### src/rtl/car_count_display_pkg.sv
// Shared types and 7-segment constants for the car count display.
// Active-low segment order is {g,f,e,d,c,b,a}.
package car_count_display_pkg;

  typedef enum logic [1:0] {
    ST_IDLE  = 2'd0,
    ST_SHIFT = 2'd1,
    ST_DONE  = 2'd2
  } conv_state_t;

  localparam logic [6:0] SEG_BLANK = 7'h7F;
  localparam logic [6:0] SEG_DASH  = 7'h3F;

  function automatic logic [6:0] seg_decode(
    input logic [3:0] d
  );
    logic [6:0] s;
    case (d)
      4'd0:    s = 7'h40;
      4'd1:    s = 7'h79;
      4'd2:    s = 7'h24;
      4'd3:    s = 7'h30;
      4'd4:    s = 7'h19;
      4'd5:    s = 7'h12;
      4'd6:    s = 7'h02;
      4'd7:    s = 7'h78;
      4'd8:    s = 7'h00;
      4'd9:    s = 7'h10;
      default: s = SEG_BLANK;
    endcase
    return s;
  endfunction

endpackage

### src/rtl/bin2bcd_seq.sv
// Sequential double-dabble converter: one bit per cycle,
// 4-digit scratch, result held in bcd until the next run.
module bin2bcd_seq
  import car_count_display_pkg::*;
#(
  parameter int BIN_W = 14
) (
  input  logic             clk,
  input  logic             reset,
  input  logic             start,
  input  logic [BIN_W-1:0] bin,
  output logic             busy,
  output logic             done,
  output logic [15:0]      bcd
);

  localparam int CNT_W = $clog2(BIN_W + 1);
  localparam logic [CNT_W-1:0] LAST_BIT = CNT_W'(BIN_W - 1);

  conv_state_t      state;
  conv_state_t      state_nxt;
  logic [BIN_W-1:0] shreg;
  logic [15:0]      scratch;
  logic [15:0]      adj;
  logic [CNT_W-1:0] bitcnt;

  // The thousands nibble is left unadjusted: its +3 only feeds a
  // fifth digit that does not exist, and leaving it raw lets
  // overrange counts show up as a nibble >= 10.
  always_comb begin
    adj = scratch;
    for (int i = 0; i < 3; i++) begin
      if (scratch[i*4 +: 4] >= 4'd5)
        adj[i*4 +: 4] = scratch[i*4 +: 4] + 4'd3;
    end
  end

  always_ff @(posedge clk or posedge reset) begin
    if (reset) state <= ST_IDLE;
    else       state <= state_nxt;
  end

  always_comb begin
    state_nxt = state;
    done      = 1'b0;
    unique case (state)
      ST_IDLE:  if (start) state_nxt = ST_SHIFT;
      ST_SHIFT: if (bitcnt == LAST_BIT) state_nxt = ST_DONE;
      ST_DONE: begin
        done      = 1'b1;
        state_nxt = ST_IDLE;
      end
      default:  state_nxt = ST_IDLE;
    endcase
  end

  always_ff @(posedge clk or posedge reset) begin
    if (reset) begin
      shreg   <= '0;
      scratch <= '0;
      bitcnt  <= '0;
      bcd     <= '0;
      busy    <= 1'b0;
    end else begin
      unique case (state)
        ST_IDLE: begin
          if (start) begin
            shreg   <= bin;
            scratch <= '0;
            bitcnt  <= '0;
            busy    <= 1'b1;
          end
        end
        ST_SHIFT: begin
          scratch <= {adj[14:0], shreg[BIN_W-1]};
          shreg   <= {shreg[BIN_W-2:0], 1'b0};
          bitcnt  <= bitcnt + 1'b1;
        end
        ST_DONE: begin
          bcd  <= scratch;
          busy <= 1'b0;
        end
        default: busy <= 1'b0;
      endcase
    end
  end

endmodule

### src/rtl/car_count_display.sv
// Car count display: binary count -> BCD, then a 4-digit
// multiplexed common-anode 7-segment scan with dash overflow.
module car_count_display
  import car_count_display_pkg::*;
#(
  parameter int COUNT_W  = 14,
  parameter int MAX_DISP = 9999,
  parameter int SCAN_DIV = 50000,
  parameter int LZ_BLANK = 1
) (
  input  logic               clk,
  input  logic               reset,
  input  logic [COUNT_W-1:0] count,
  output logic [6:0]         seg,
  output logic [3:0]         an,
  output logic [15:0]        bcd,
  output logic               busy,
  output logic               ovf
);

  localparam int PRE_W = (SCAN_DIV > 1) ? $clog2(SCAN_DIV) : 1;
  localparam logic [PRE_W-1:0] PRE_TC = PRE_W'(SCAN_DIV - 1);
  localparam logic [COUNT_W-1:0] MAX_V = COUNT_W'(MAX_DISP);

  logic [COUNT_W-1:0] last_conv;
  logic               start;
  logic               done;
  logic [PRE_W-1:0]   pre;
  logic [1:0]         idx;
  logic [3:0]         nib;
  logic               upper_zero;
  logic [6:0]         seg_nxt;
  logic [3:0]         an_nxt;

  // Only compare while idle so the newest count is taken once
  // the current run finishes; intermediate values may be skipped.
  assign start = !busy && (count != last_conv);

  bin2bcd_seq #(
    .BIN_W (COUNT_W)
  ) u_conv (
    .clk   (clk),
    .reset (reset),
    .start (start),
    .bin   (count),
    .busy  (busy),
    .done  (done),
    .bcd   (bcd)
  );

  always_ff @(posedge clk or posedge reset) begin
    if (reset) begin
      last_conv <= '0;
      ovf       <= 1'b0;
    end else begin
      if (start) last_conv <= count;
      if (done)  ovf <= (last_conv > MAX_V);
    end
  end

  always_ff @(posedge clk or posedge reset) begin
    if (reset) begin
      pre <= '0;
      idx <= '0;
    end else if (pre == PRE_TC) begin
      pre <= '0;
      idx <= idx + 1'b1;
    end else begin
      pre <= pre + 1'b1;
    end
  end

  always_comb begin
    nib        = bcd[idx*4 +: 4];
    upper_zero = 1'b1;
    for (int i = 0; i < 4; i++) begin
      if (i >= int'(idx) && bcd[i*4 +: 4] != 4'd0)
        upper_zero = 1'b0;
    end
  end

  always_comb begin
    an_nxt = ~(4'b0001 << idx);
    if (ovf)
      seg_nxt = SEG_DASH;
    else if (LZ_BLANK != 0 && idx != 2'd0 && upper_zero)
      seg_nxt = SEG_BLANK;
    else
      seg_nxt = seg_decode(nib);
  end

  always_ff @(posedge clk or posedge reset) begin
    if (reset) begin
      seg <= SEG_BLANK;
      an  <= 4'hF;
    end else begin
      seg <= seg_nxt;
      an  <= an_nxt;
    end
  end

endmodule

### config.mk
export PLATFORM = sky130hd
export DESIGN_NAME = car_count_display
export DESIGN_NICKNAME = d
export VERILOG_FILES = /design/src/rtl/car_count_display_pkg.sv /design/src/rtl/bin2bcd_seq.sv /design/src/rtl/car_count_display.sv
export SDC_FILE = /design/constraint.sdc
export NUM_CORES = 1
export LEC_CHECK = 0
export CAP_MARGIN = 20
export CORE_UTILIZATION = 50
export DETAILED_ROUTE_END_ITERATION = 7
export PLACE_DENSITY = 0.82
export SYNTH_ARGS = -nofsm -noshare
export SYNTH_HDL_FRONTEND = slang
export SYNTH_SLANG_ARGS = --single-unit
### constraint.sdc
create_clock -name clk -period 10.2 [get_ports clk]
set_input_delay 3.06 -clock clk [delete_from_list [all_inputs] [get_ports clk]]
set_output_delay 3.06 -clock clk [all_outputs]
set_load 0.05 [all_outputs]
### Yosys cells after proc, flatten, opt, wreduce, memory -nomap -nowiden

Memories as Yosys holds them, arrays and structs flattened.
Index checks and enable logic that the tools add are counted.

* bits in registers: 97
* bits in latches: 0
* bits in writable memories: 0
* memory bits (read-only): 112
* bits of input ports: 16
* output and inout port bits: 29
* word-level logic and storage cells: 75
* memories kept: 1

Memory list
* (name not given): depth 16, bits a word 7, read ports 1, clocked after Yosys merged registers in 0, wr ports 0, RTL line car_count_display_pkg.sv:18 `case (d)`

* add/subtract/negate cells: 6
* $mul: 0
* divide/modulo/power cells: 0
* $lt $le $gt $ge: 7
* eq/ne operators: 7
* shift operators: 2
* multiplexer cells: 22
* bitwise logic cells: 2
* reduce and logical (&&, ||, !) cells: 16

Operators by type and width (count)
* 16-bit 2-to-1 mux: 2
* 16-bit one-hot mux with 2 select lines: 1
* 14-bit one-hot mux with 2 select lines: 1
* 16-bit by 1-bit adder with 16-bit output (second input constant): 1
* 16-bit == test (second input constant): 1
* 4-bit 2-to-1 mux: 4
* 4-bit nonzero test: 4
* 16-bit by 5-bit indexed part select with 4-bit output: 1
* 14-bit greater-than comparator (second input constant): 1
* 14-bit 2-to-1 mux: 1
* 7-bit 2-to-1 mux: 2
* 14-bit inequality test: 1
* 4-bit by 2-bit adder with 4-bit output (second input constant): 3
* 4-bit by 3-bit >= comparator with 1-bit output (second input constant): 3
* 4-bit one-hot mux with 2 select lines: 1
* 1-bit 2-to-1 mux: 6
* 2-bit AND reduction: 3
* 1-bit logical AND: 5
* 4-bit by 1-bit adder with 4-bit output (second input constant): 1
* 4-bit == test (second input constant): 1
* 1-bit by 2-bit >= comparator with 1-bit output (first input constant): 2
* 2-bit 2-to-1 mux: 2
* 4-bit inverter: 1
* 2-bit one-hot mux with 2 select lines: 1
* other kinds (12): 13

### Depth between registers and ports, before layout

* depth in word-level cells: 9
* gate-level depth with buffers: 8
* gate-level depth less buffers: 7

### By module

From an unflattened synthesis, not the netlist that was laid out.

* cell total of the unflattened synthesis: 464
* area, all modules: 4946.0 um^2

Modules (own cells, without submodules)
* car_count_display: times used 1, cells each 239, area each 2502.4 um^2, seq. area each 1114.8 um^2
* bin2bcd_seq: times used 1, cells each 225, area each 2443.6 um^2, seq. area each 1326.3 um^2

### Worst setup path before layout

Ideal clock, no wire load.

* path type: input-to-reg
* start: input port count[2]
* end: register last_conv[0]
* library setup time: 0.125 ns
* arrival time: 4.255 ns
* data required time: 10.075 ns
* slack: 5.820 ns
* stages: 5
* path buffers: 1
* path through: xor2_1 > nor4_4 > a41oi_4 > buf_6 > mux2_4

* cells in the longest elaborated chain, start to end: 2

Ends and longest elaborated chain
* start: declaration: RTL line car_count_display.sv:13 `input logic [COUNT_W-1:0] count,`
* 14-bit inequality test: RTL line car_count_display.sv:37 `assign start = !busy && (count != last_conv);`
* 1-bit logical AND: RTL line car_count_display.sv:37
* end signal: assignment: RTL line car_count_display.sv:56 `if (start) last_conv <= count;`
* end: declaration: RTL line car_count_display.sv:25 `logic [COUNT_W-1:0] last_conv;`

No other way between the ends.
A chain may end at the register's enable or synchronous reset.

### Worst setup path in the final report

* start: input port count[0]
* end: register u_conv.shreg[8]

* cells in the longest elaborated chain, start to end: 4

Ends and longest elaborated chain
* 14-bit inequality test: RTL line car_count_display.sv:37
* 1-bit logical AND: RTL line car_count_display.sv:37
* 2-bit inequality test (no source line)
* 2-bit AND reduction (no source line)
* end signal: assignment: RTL line bin2bcd_seq.sv:68 `shreg <= bin;`
* end signal: assignment: RTL line bin2bcd_seq.sv:76 `shreg <= {shreg[BIN_W-2:0], 1'b0};`
* end: declaration: RTL line bin2bcd_seq.sv:22 `logic [BIN_W-1:0] shreg;`

No other way between the ends.

==> flow_metrics.tcl <==
set metrics [dict create \
    max_cap_violations 0 \
    skew_ns 0.0115 \
    io_buffers 44 \
    final_cells 567 \
    grt_pass1_wl_mm 14.8 \
    n_antenna_cell 0 \
    gr-total-overflow 0 \
    hold_class "reg2reg" \
    fin_crit_ns 4.82 \
    post-route-cell-area_sq_um 5440 \
    h-tree-depth 3 \
    tritoncts "yes" \
    drt_iter0_drc 161 \
    cts_made_buffers 9 \
    placementRows 34 \
    hold_ws_ns 0.489 \
    clockRootBuffer "clkbuf_8" \
    design.core.area_sq_um 8890 \
    cts_setup_buffers 0 \
    io_pins 45 \
    start_util_pct 52.8 \
    slew_headroom_pct 39.0 \
    yosys.area.top_type_share_pct 45.8 \
    area_growth_syn_to_layout_pct 15.9 \
    worstSetupPathType "in2reg" \
    critPathLaunchType "input port" \
    worstSkewPairLatency_ns 0.36 \
    layout_commonest_cell "dfrtp_1" \
    drive_above_1_share_pct 13.9 \
    yosysSeqAreaShare_pct 52.0 \
    synth_cells 412 \
    grt_pass1_vias 3093 \
    drt-vias-per-instance 5.46 \
    synth_area_leaders "dfrtp_1, dfstp_2, ha_1" \
    slowest_delay_ns 0.46 \
    die_w_um 98.9 \
    routed_wl_mm 8.61 \
    path_cells "clkdlybuf4s50_1, xor2_1, nor4_4, a41o_1, buf_4, nand2b_1, o221a_1" \
    timing.final.crit_share_pct 47.2 \
    pre_cts_ws_ns 5.00 \
    p_leak_nw 2.36 \
    cp.arrival_ns 5.06 \
    post_drt_wl_per_cell_um 15.2 \
    drc 0 \
    dpl.hpwl_mm 6.10 \
    yosysWarnings 0 \
    clock-sinks 97 \
    synth_seq_cells 97 \
    mostFrequentLayoutCells "dfrtp_1, nand2_1, clkdlybuf4s50_1" \
    die_area_sq_um 9780 \
    track_usage_pct 19.2 \
    cp_num_buf_inv 2 \
    synthDistinctLibCells 45 \
    placed_area_sq_um 5210 \
    cp-end-kind "flip-flop" \
    cp_top_family "buffers and inverters" \
    fin_tns_setup_ns 0 \
    slowest_stage "clkdlybuf4s50_1" \
    die_h_um 98.9 \
    cts_resized 0 \
    grt_max_degree 75 \
    netlist_area_sq_um 4690 \
    rsz0062_at_grt "false" \
    syn-num-nets 446 \
    syn_area_per_cell_sq_um 11.4 \
    num_vias 3098 \
    p_total_mw 1.71 \
    post-place-cells 552 \
    worstPathMaxFanout 39 \
    synth_area_leader_cell "dfrtp_1" \
    status "finished clean" \
    nets 489 \
    fmax_ghz 0.208 \
    crit_required_ns 10.45 \
    gp_congestion 0.810 \
    fin_ws_ns 5.38 \
    final-setup-viol-count 0 \
    p_per_area_nw_per_um2 314 \
    cts_hold_buf 0 \
    post-route-util_pct 61.2 \
    final_max_slew_viol_count 0 \
    vdd_drop_max_mv 0.198 \
    clk_pin_slew_ns 0.09 \
    hold_violations 0 \
    worstMarginPinSlew_ns 0.916 \
    antenna_found_initial 0 \
    cts_buffer_depth 2 \
    drt-pass1-iter-count 4 \
    ant_nets 0 \
]
-- state kept, by name, indices dropped and copies added, names as in the netlist --
name,count
an,4
u_conv.shreg,14
u_conv.scratch,16
pre,16
u_conv.state,2
idx,2
u_conv.bcd,16
last_conv,14
ovf,1
u_conv.bitcnt,4
seg,7
u_conv.busy,1
-- cells in the mapped netlist --
library cell / instances
nand4_1: 3
xnor2_1: 13
ha_1: 18
nor3_1: 6
o221a_1: 1
nand2_1: 47
nor4_4: 3
a21o_1: 1
mux2_4: 7
a41oi_1: 1
dfstp_2: 11
buf_6: 1
xor2_1: 23
mux4_2: 4
buf_2: 5
nand2b_1: 5
nor3b_1: 1
nand3_1: 11
inv_1: 18
clkbuf_1: 4
nor4_1: 4
and3_1: 6
mux2_2: 18
nor4b_1: 2
and2_1: 1
o21a_1: 1
a41o_1: 1
a32o_1: 1
nor2b_1: 2
o31ai_1: 3
and4_1: 1
nand3b_1: 2
mux2i_1: 15
buf_4: 4
dfrtp_1: 86
a22o_1: 4
a41oi_4: 1
o21ai_1: 3
buf_1: 1
nor4_2: 1
or4_1: 1
nor2_1: 23
a21oi_1: 10
nor3_2: 1
o21ai_0: 37
-- cell families (layout without fill, tap and decap cells) --
group / count (synthesis) / after routing / synth area share [%]
AND/OR/NAND/NOR: 120 / 120 / 13.2
flip-flops: 97 / 97 / 52.0
AO/OA/AOI/OAI: 64 / 64 / 8.32
multiplexers: 44 / 44 / 11.7
XOR/XNOR: 36 / 36 / 6.72
buffers and inverters: 33 / 80 / 3.25
adder cells (fa/ha/maj): 18 / 18 / 4.80
-- routing by layer --
layer	part of all wire, %	vias up	GRT usage (%)
li1	-	1502	-
met1	47	1529	25.5
met2	49	55	32.0
met3	3.0	12	2.91
met4	1.5	0	7.23
met5	0	-	0
-- layout make-up --
type,count,area (sq um)
clock buffers,10,128
well taps,108,135
multi-input cells,282,2100
clock inverters,5,105
inverters,18,68.8
flip-flops and latches,97,2440
repair buffers,47,463
fillers,726,3450
-- path summary, 6_finish.rpt --
kind,slack (ns),from,cells after the start,endpoint
min reg2reg,0.49,u_conv.shreg[5],2,u_conv.shreg[5]
max,5.38,count[0],7,u_conv.shreg[8]
min,0.49,u_conv.shreg[5],2,u_conv.shreg[5]
max reg2reg,8.15,last_conv[7],6,u_conv.shreg[8]
min in group asynchronous,3.00,reset,2,pre[15]
max in group asynchronous,5.95,reset,3,u_conv.scratch[6]
-- tightest hold or removal path: stages (launching register included) --
cell and delay, ns:
dfrtp_1 0.35, nand2_1 0.05, o21ai_0 0.06
-- power by group --
part           internal (mW)  switching (mW)
Clock                  0.162           0.130
Sequential             0.532           0.122
Combinational          0.312           0.451
No activity file was read; power rests on OpenSTA's default activity.
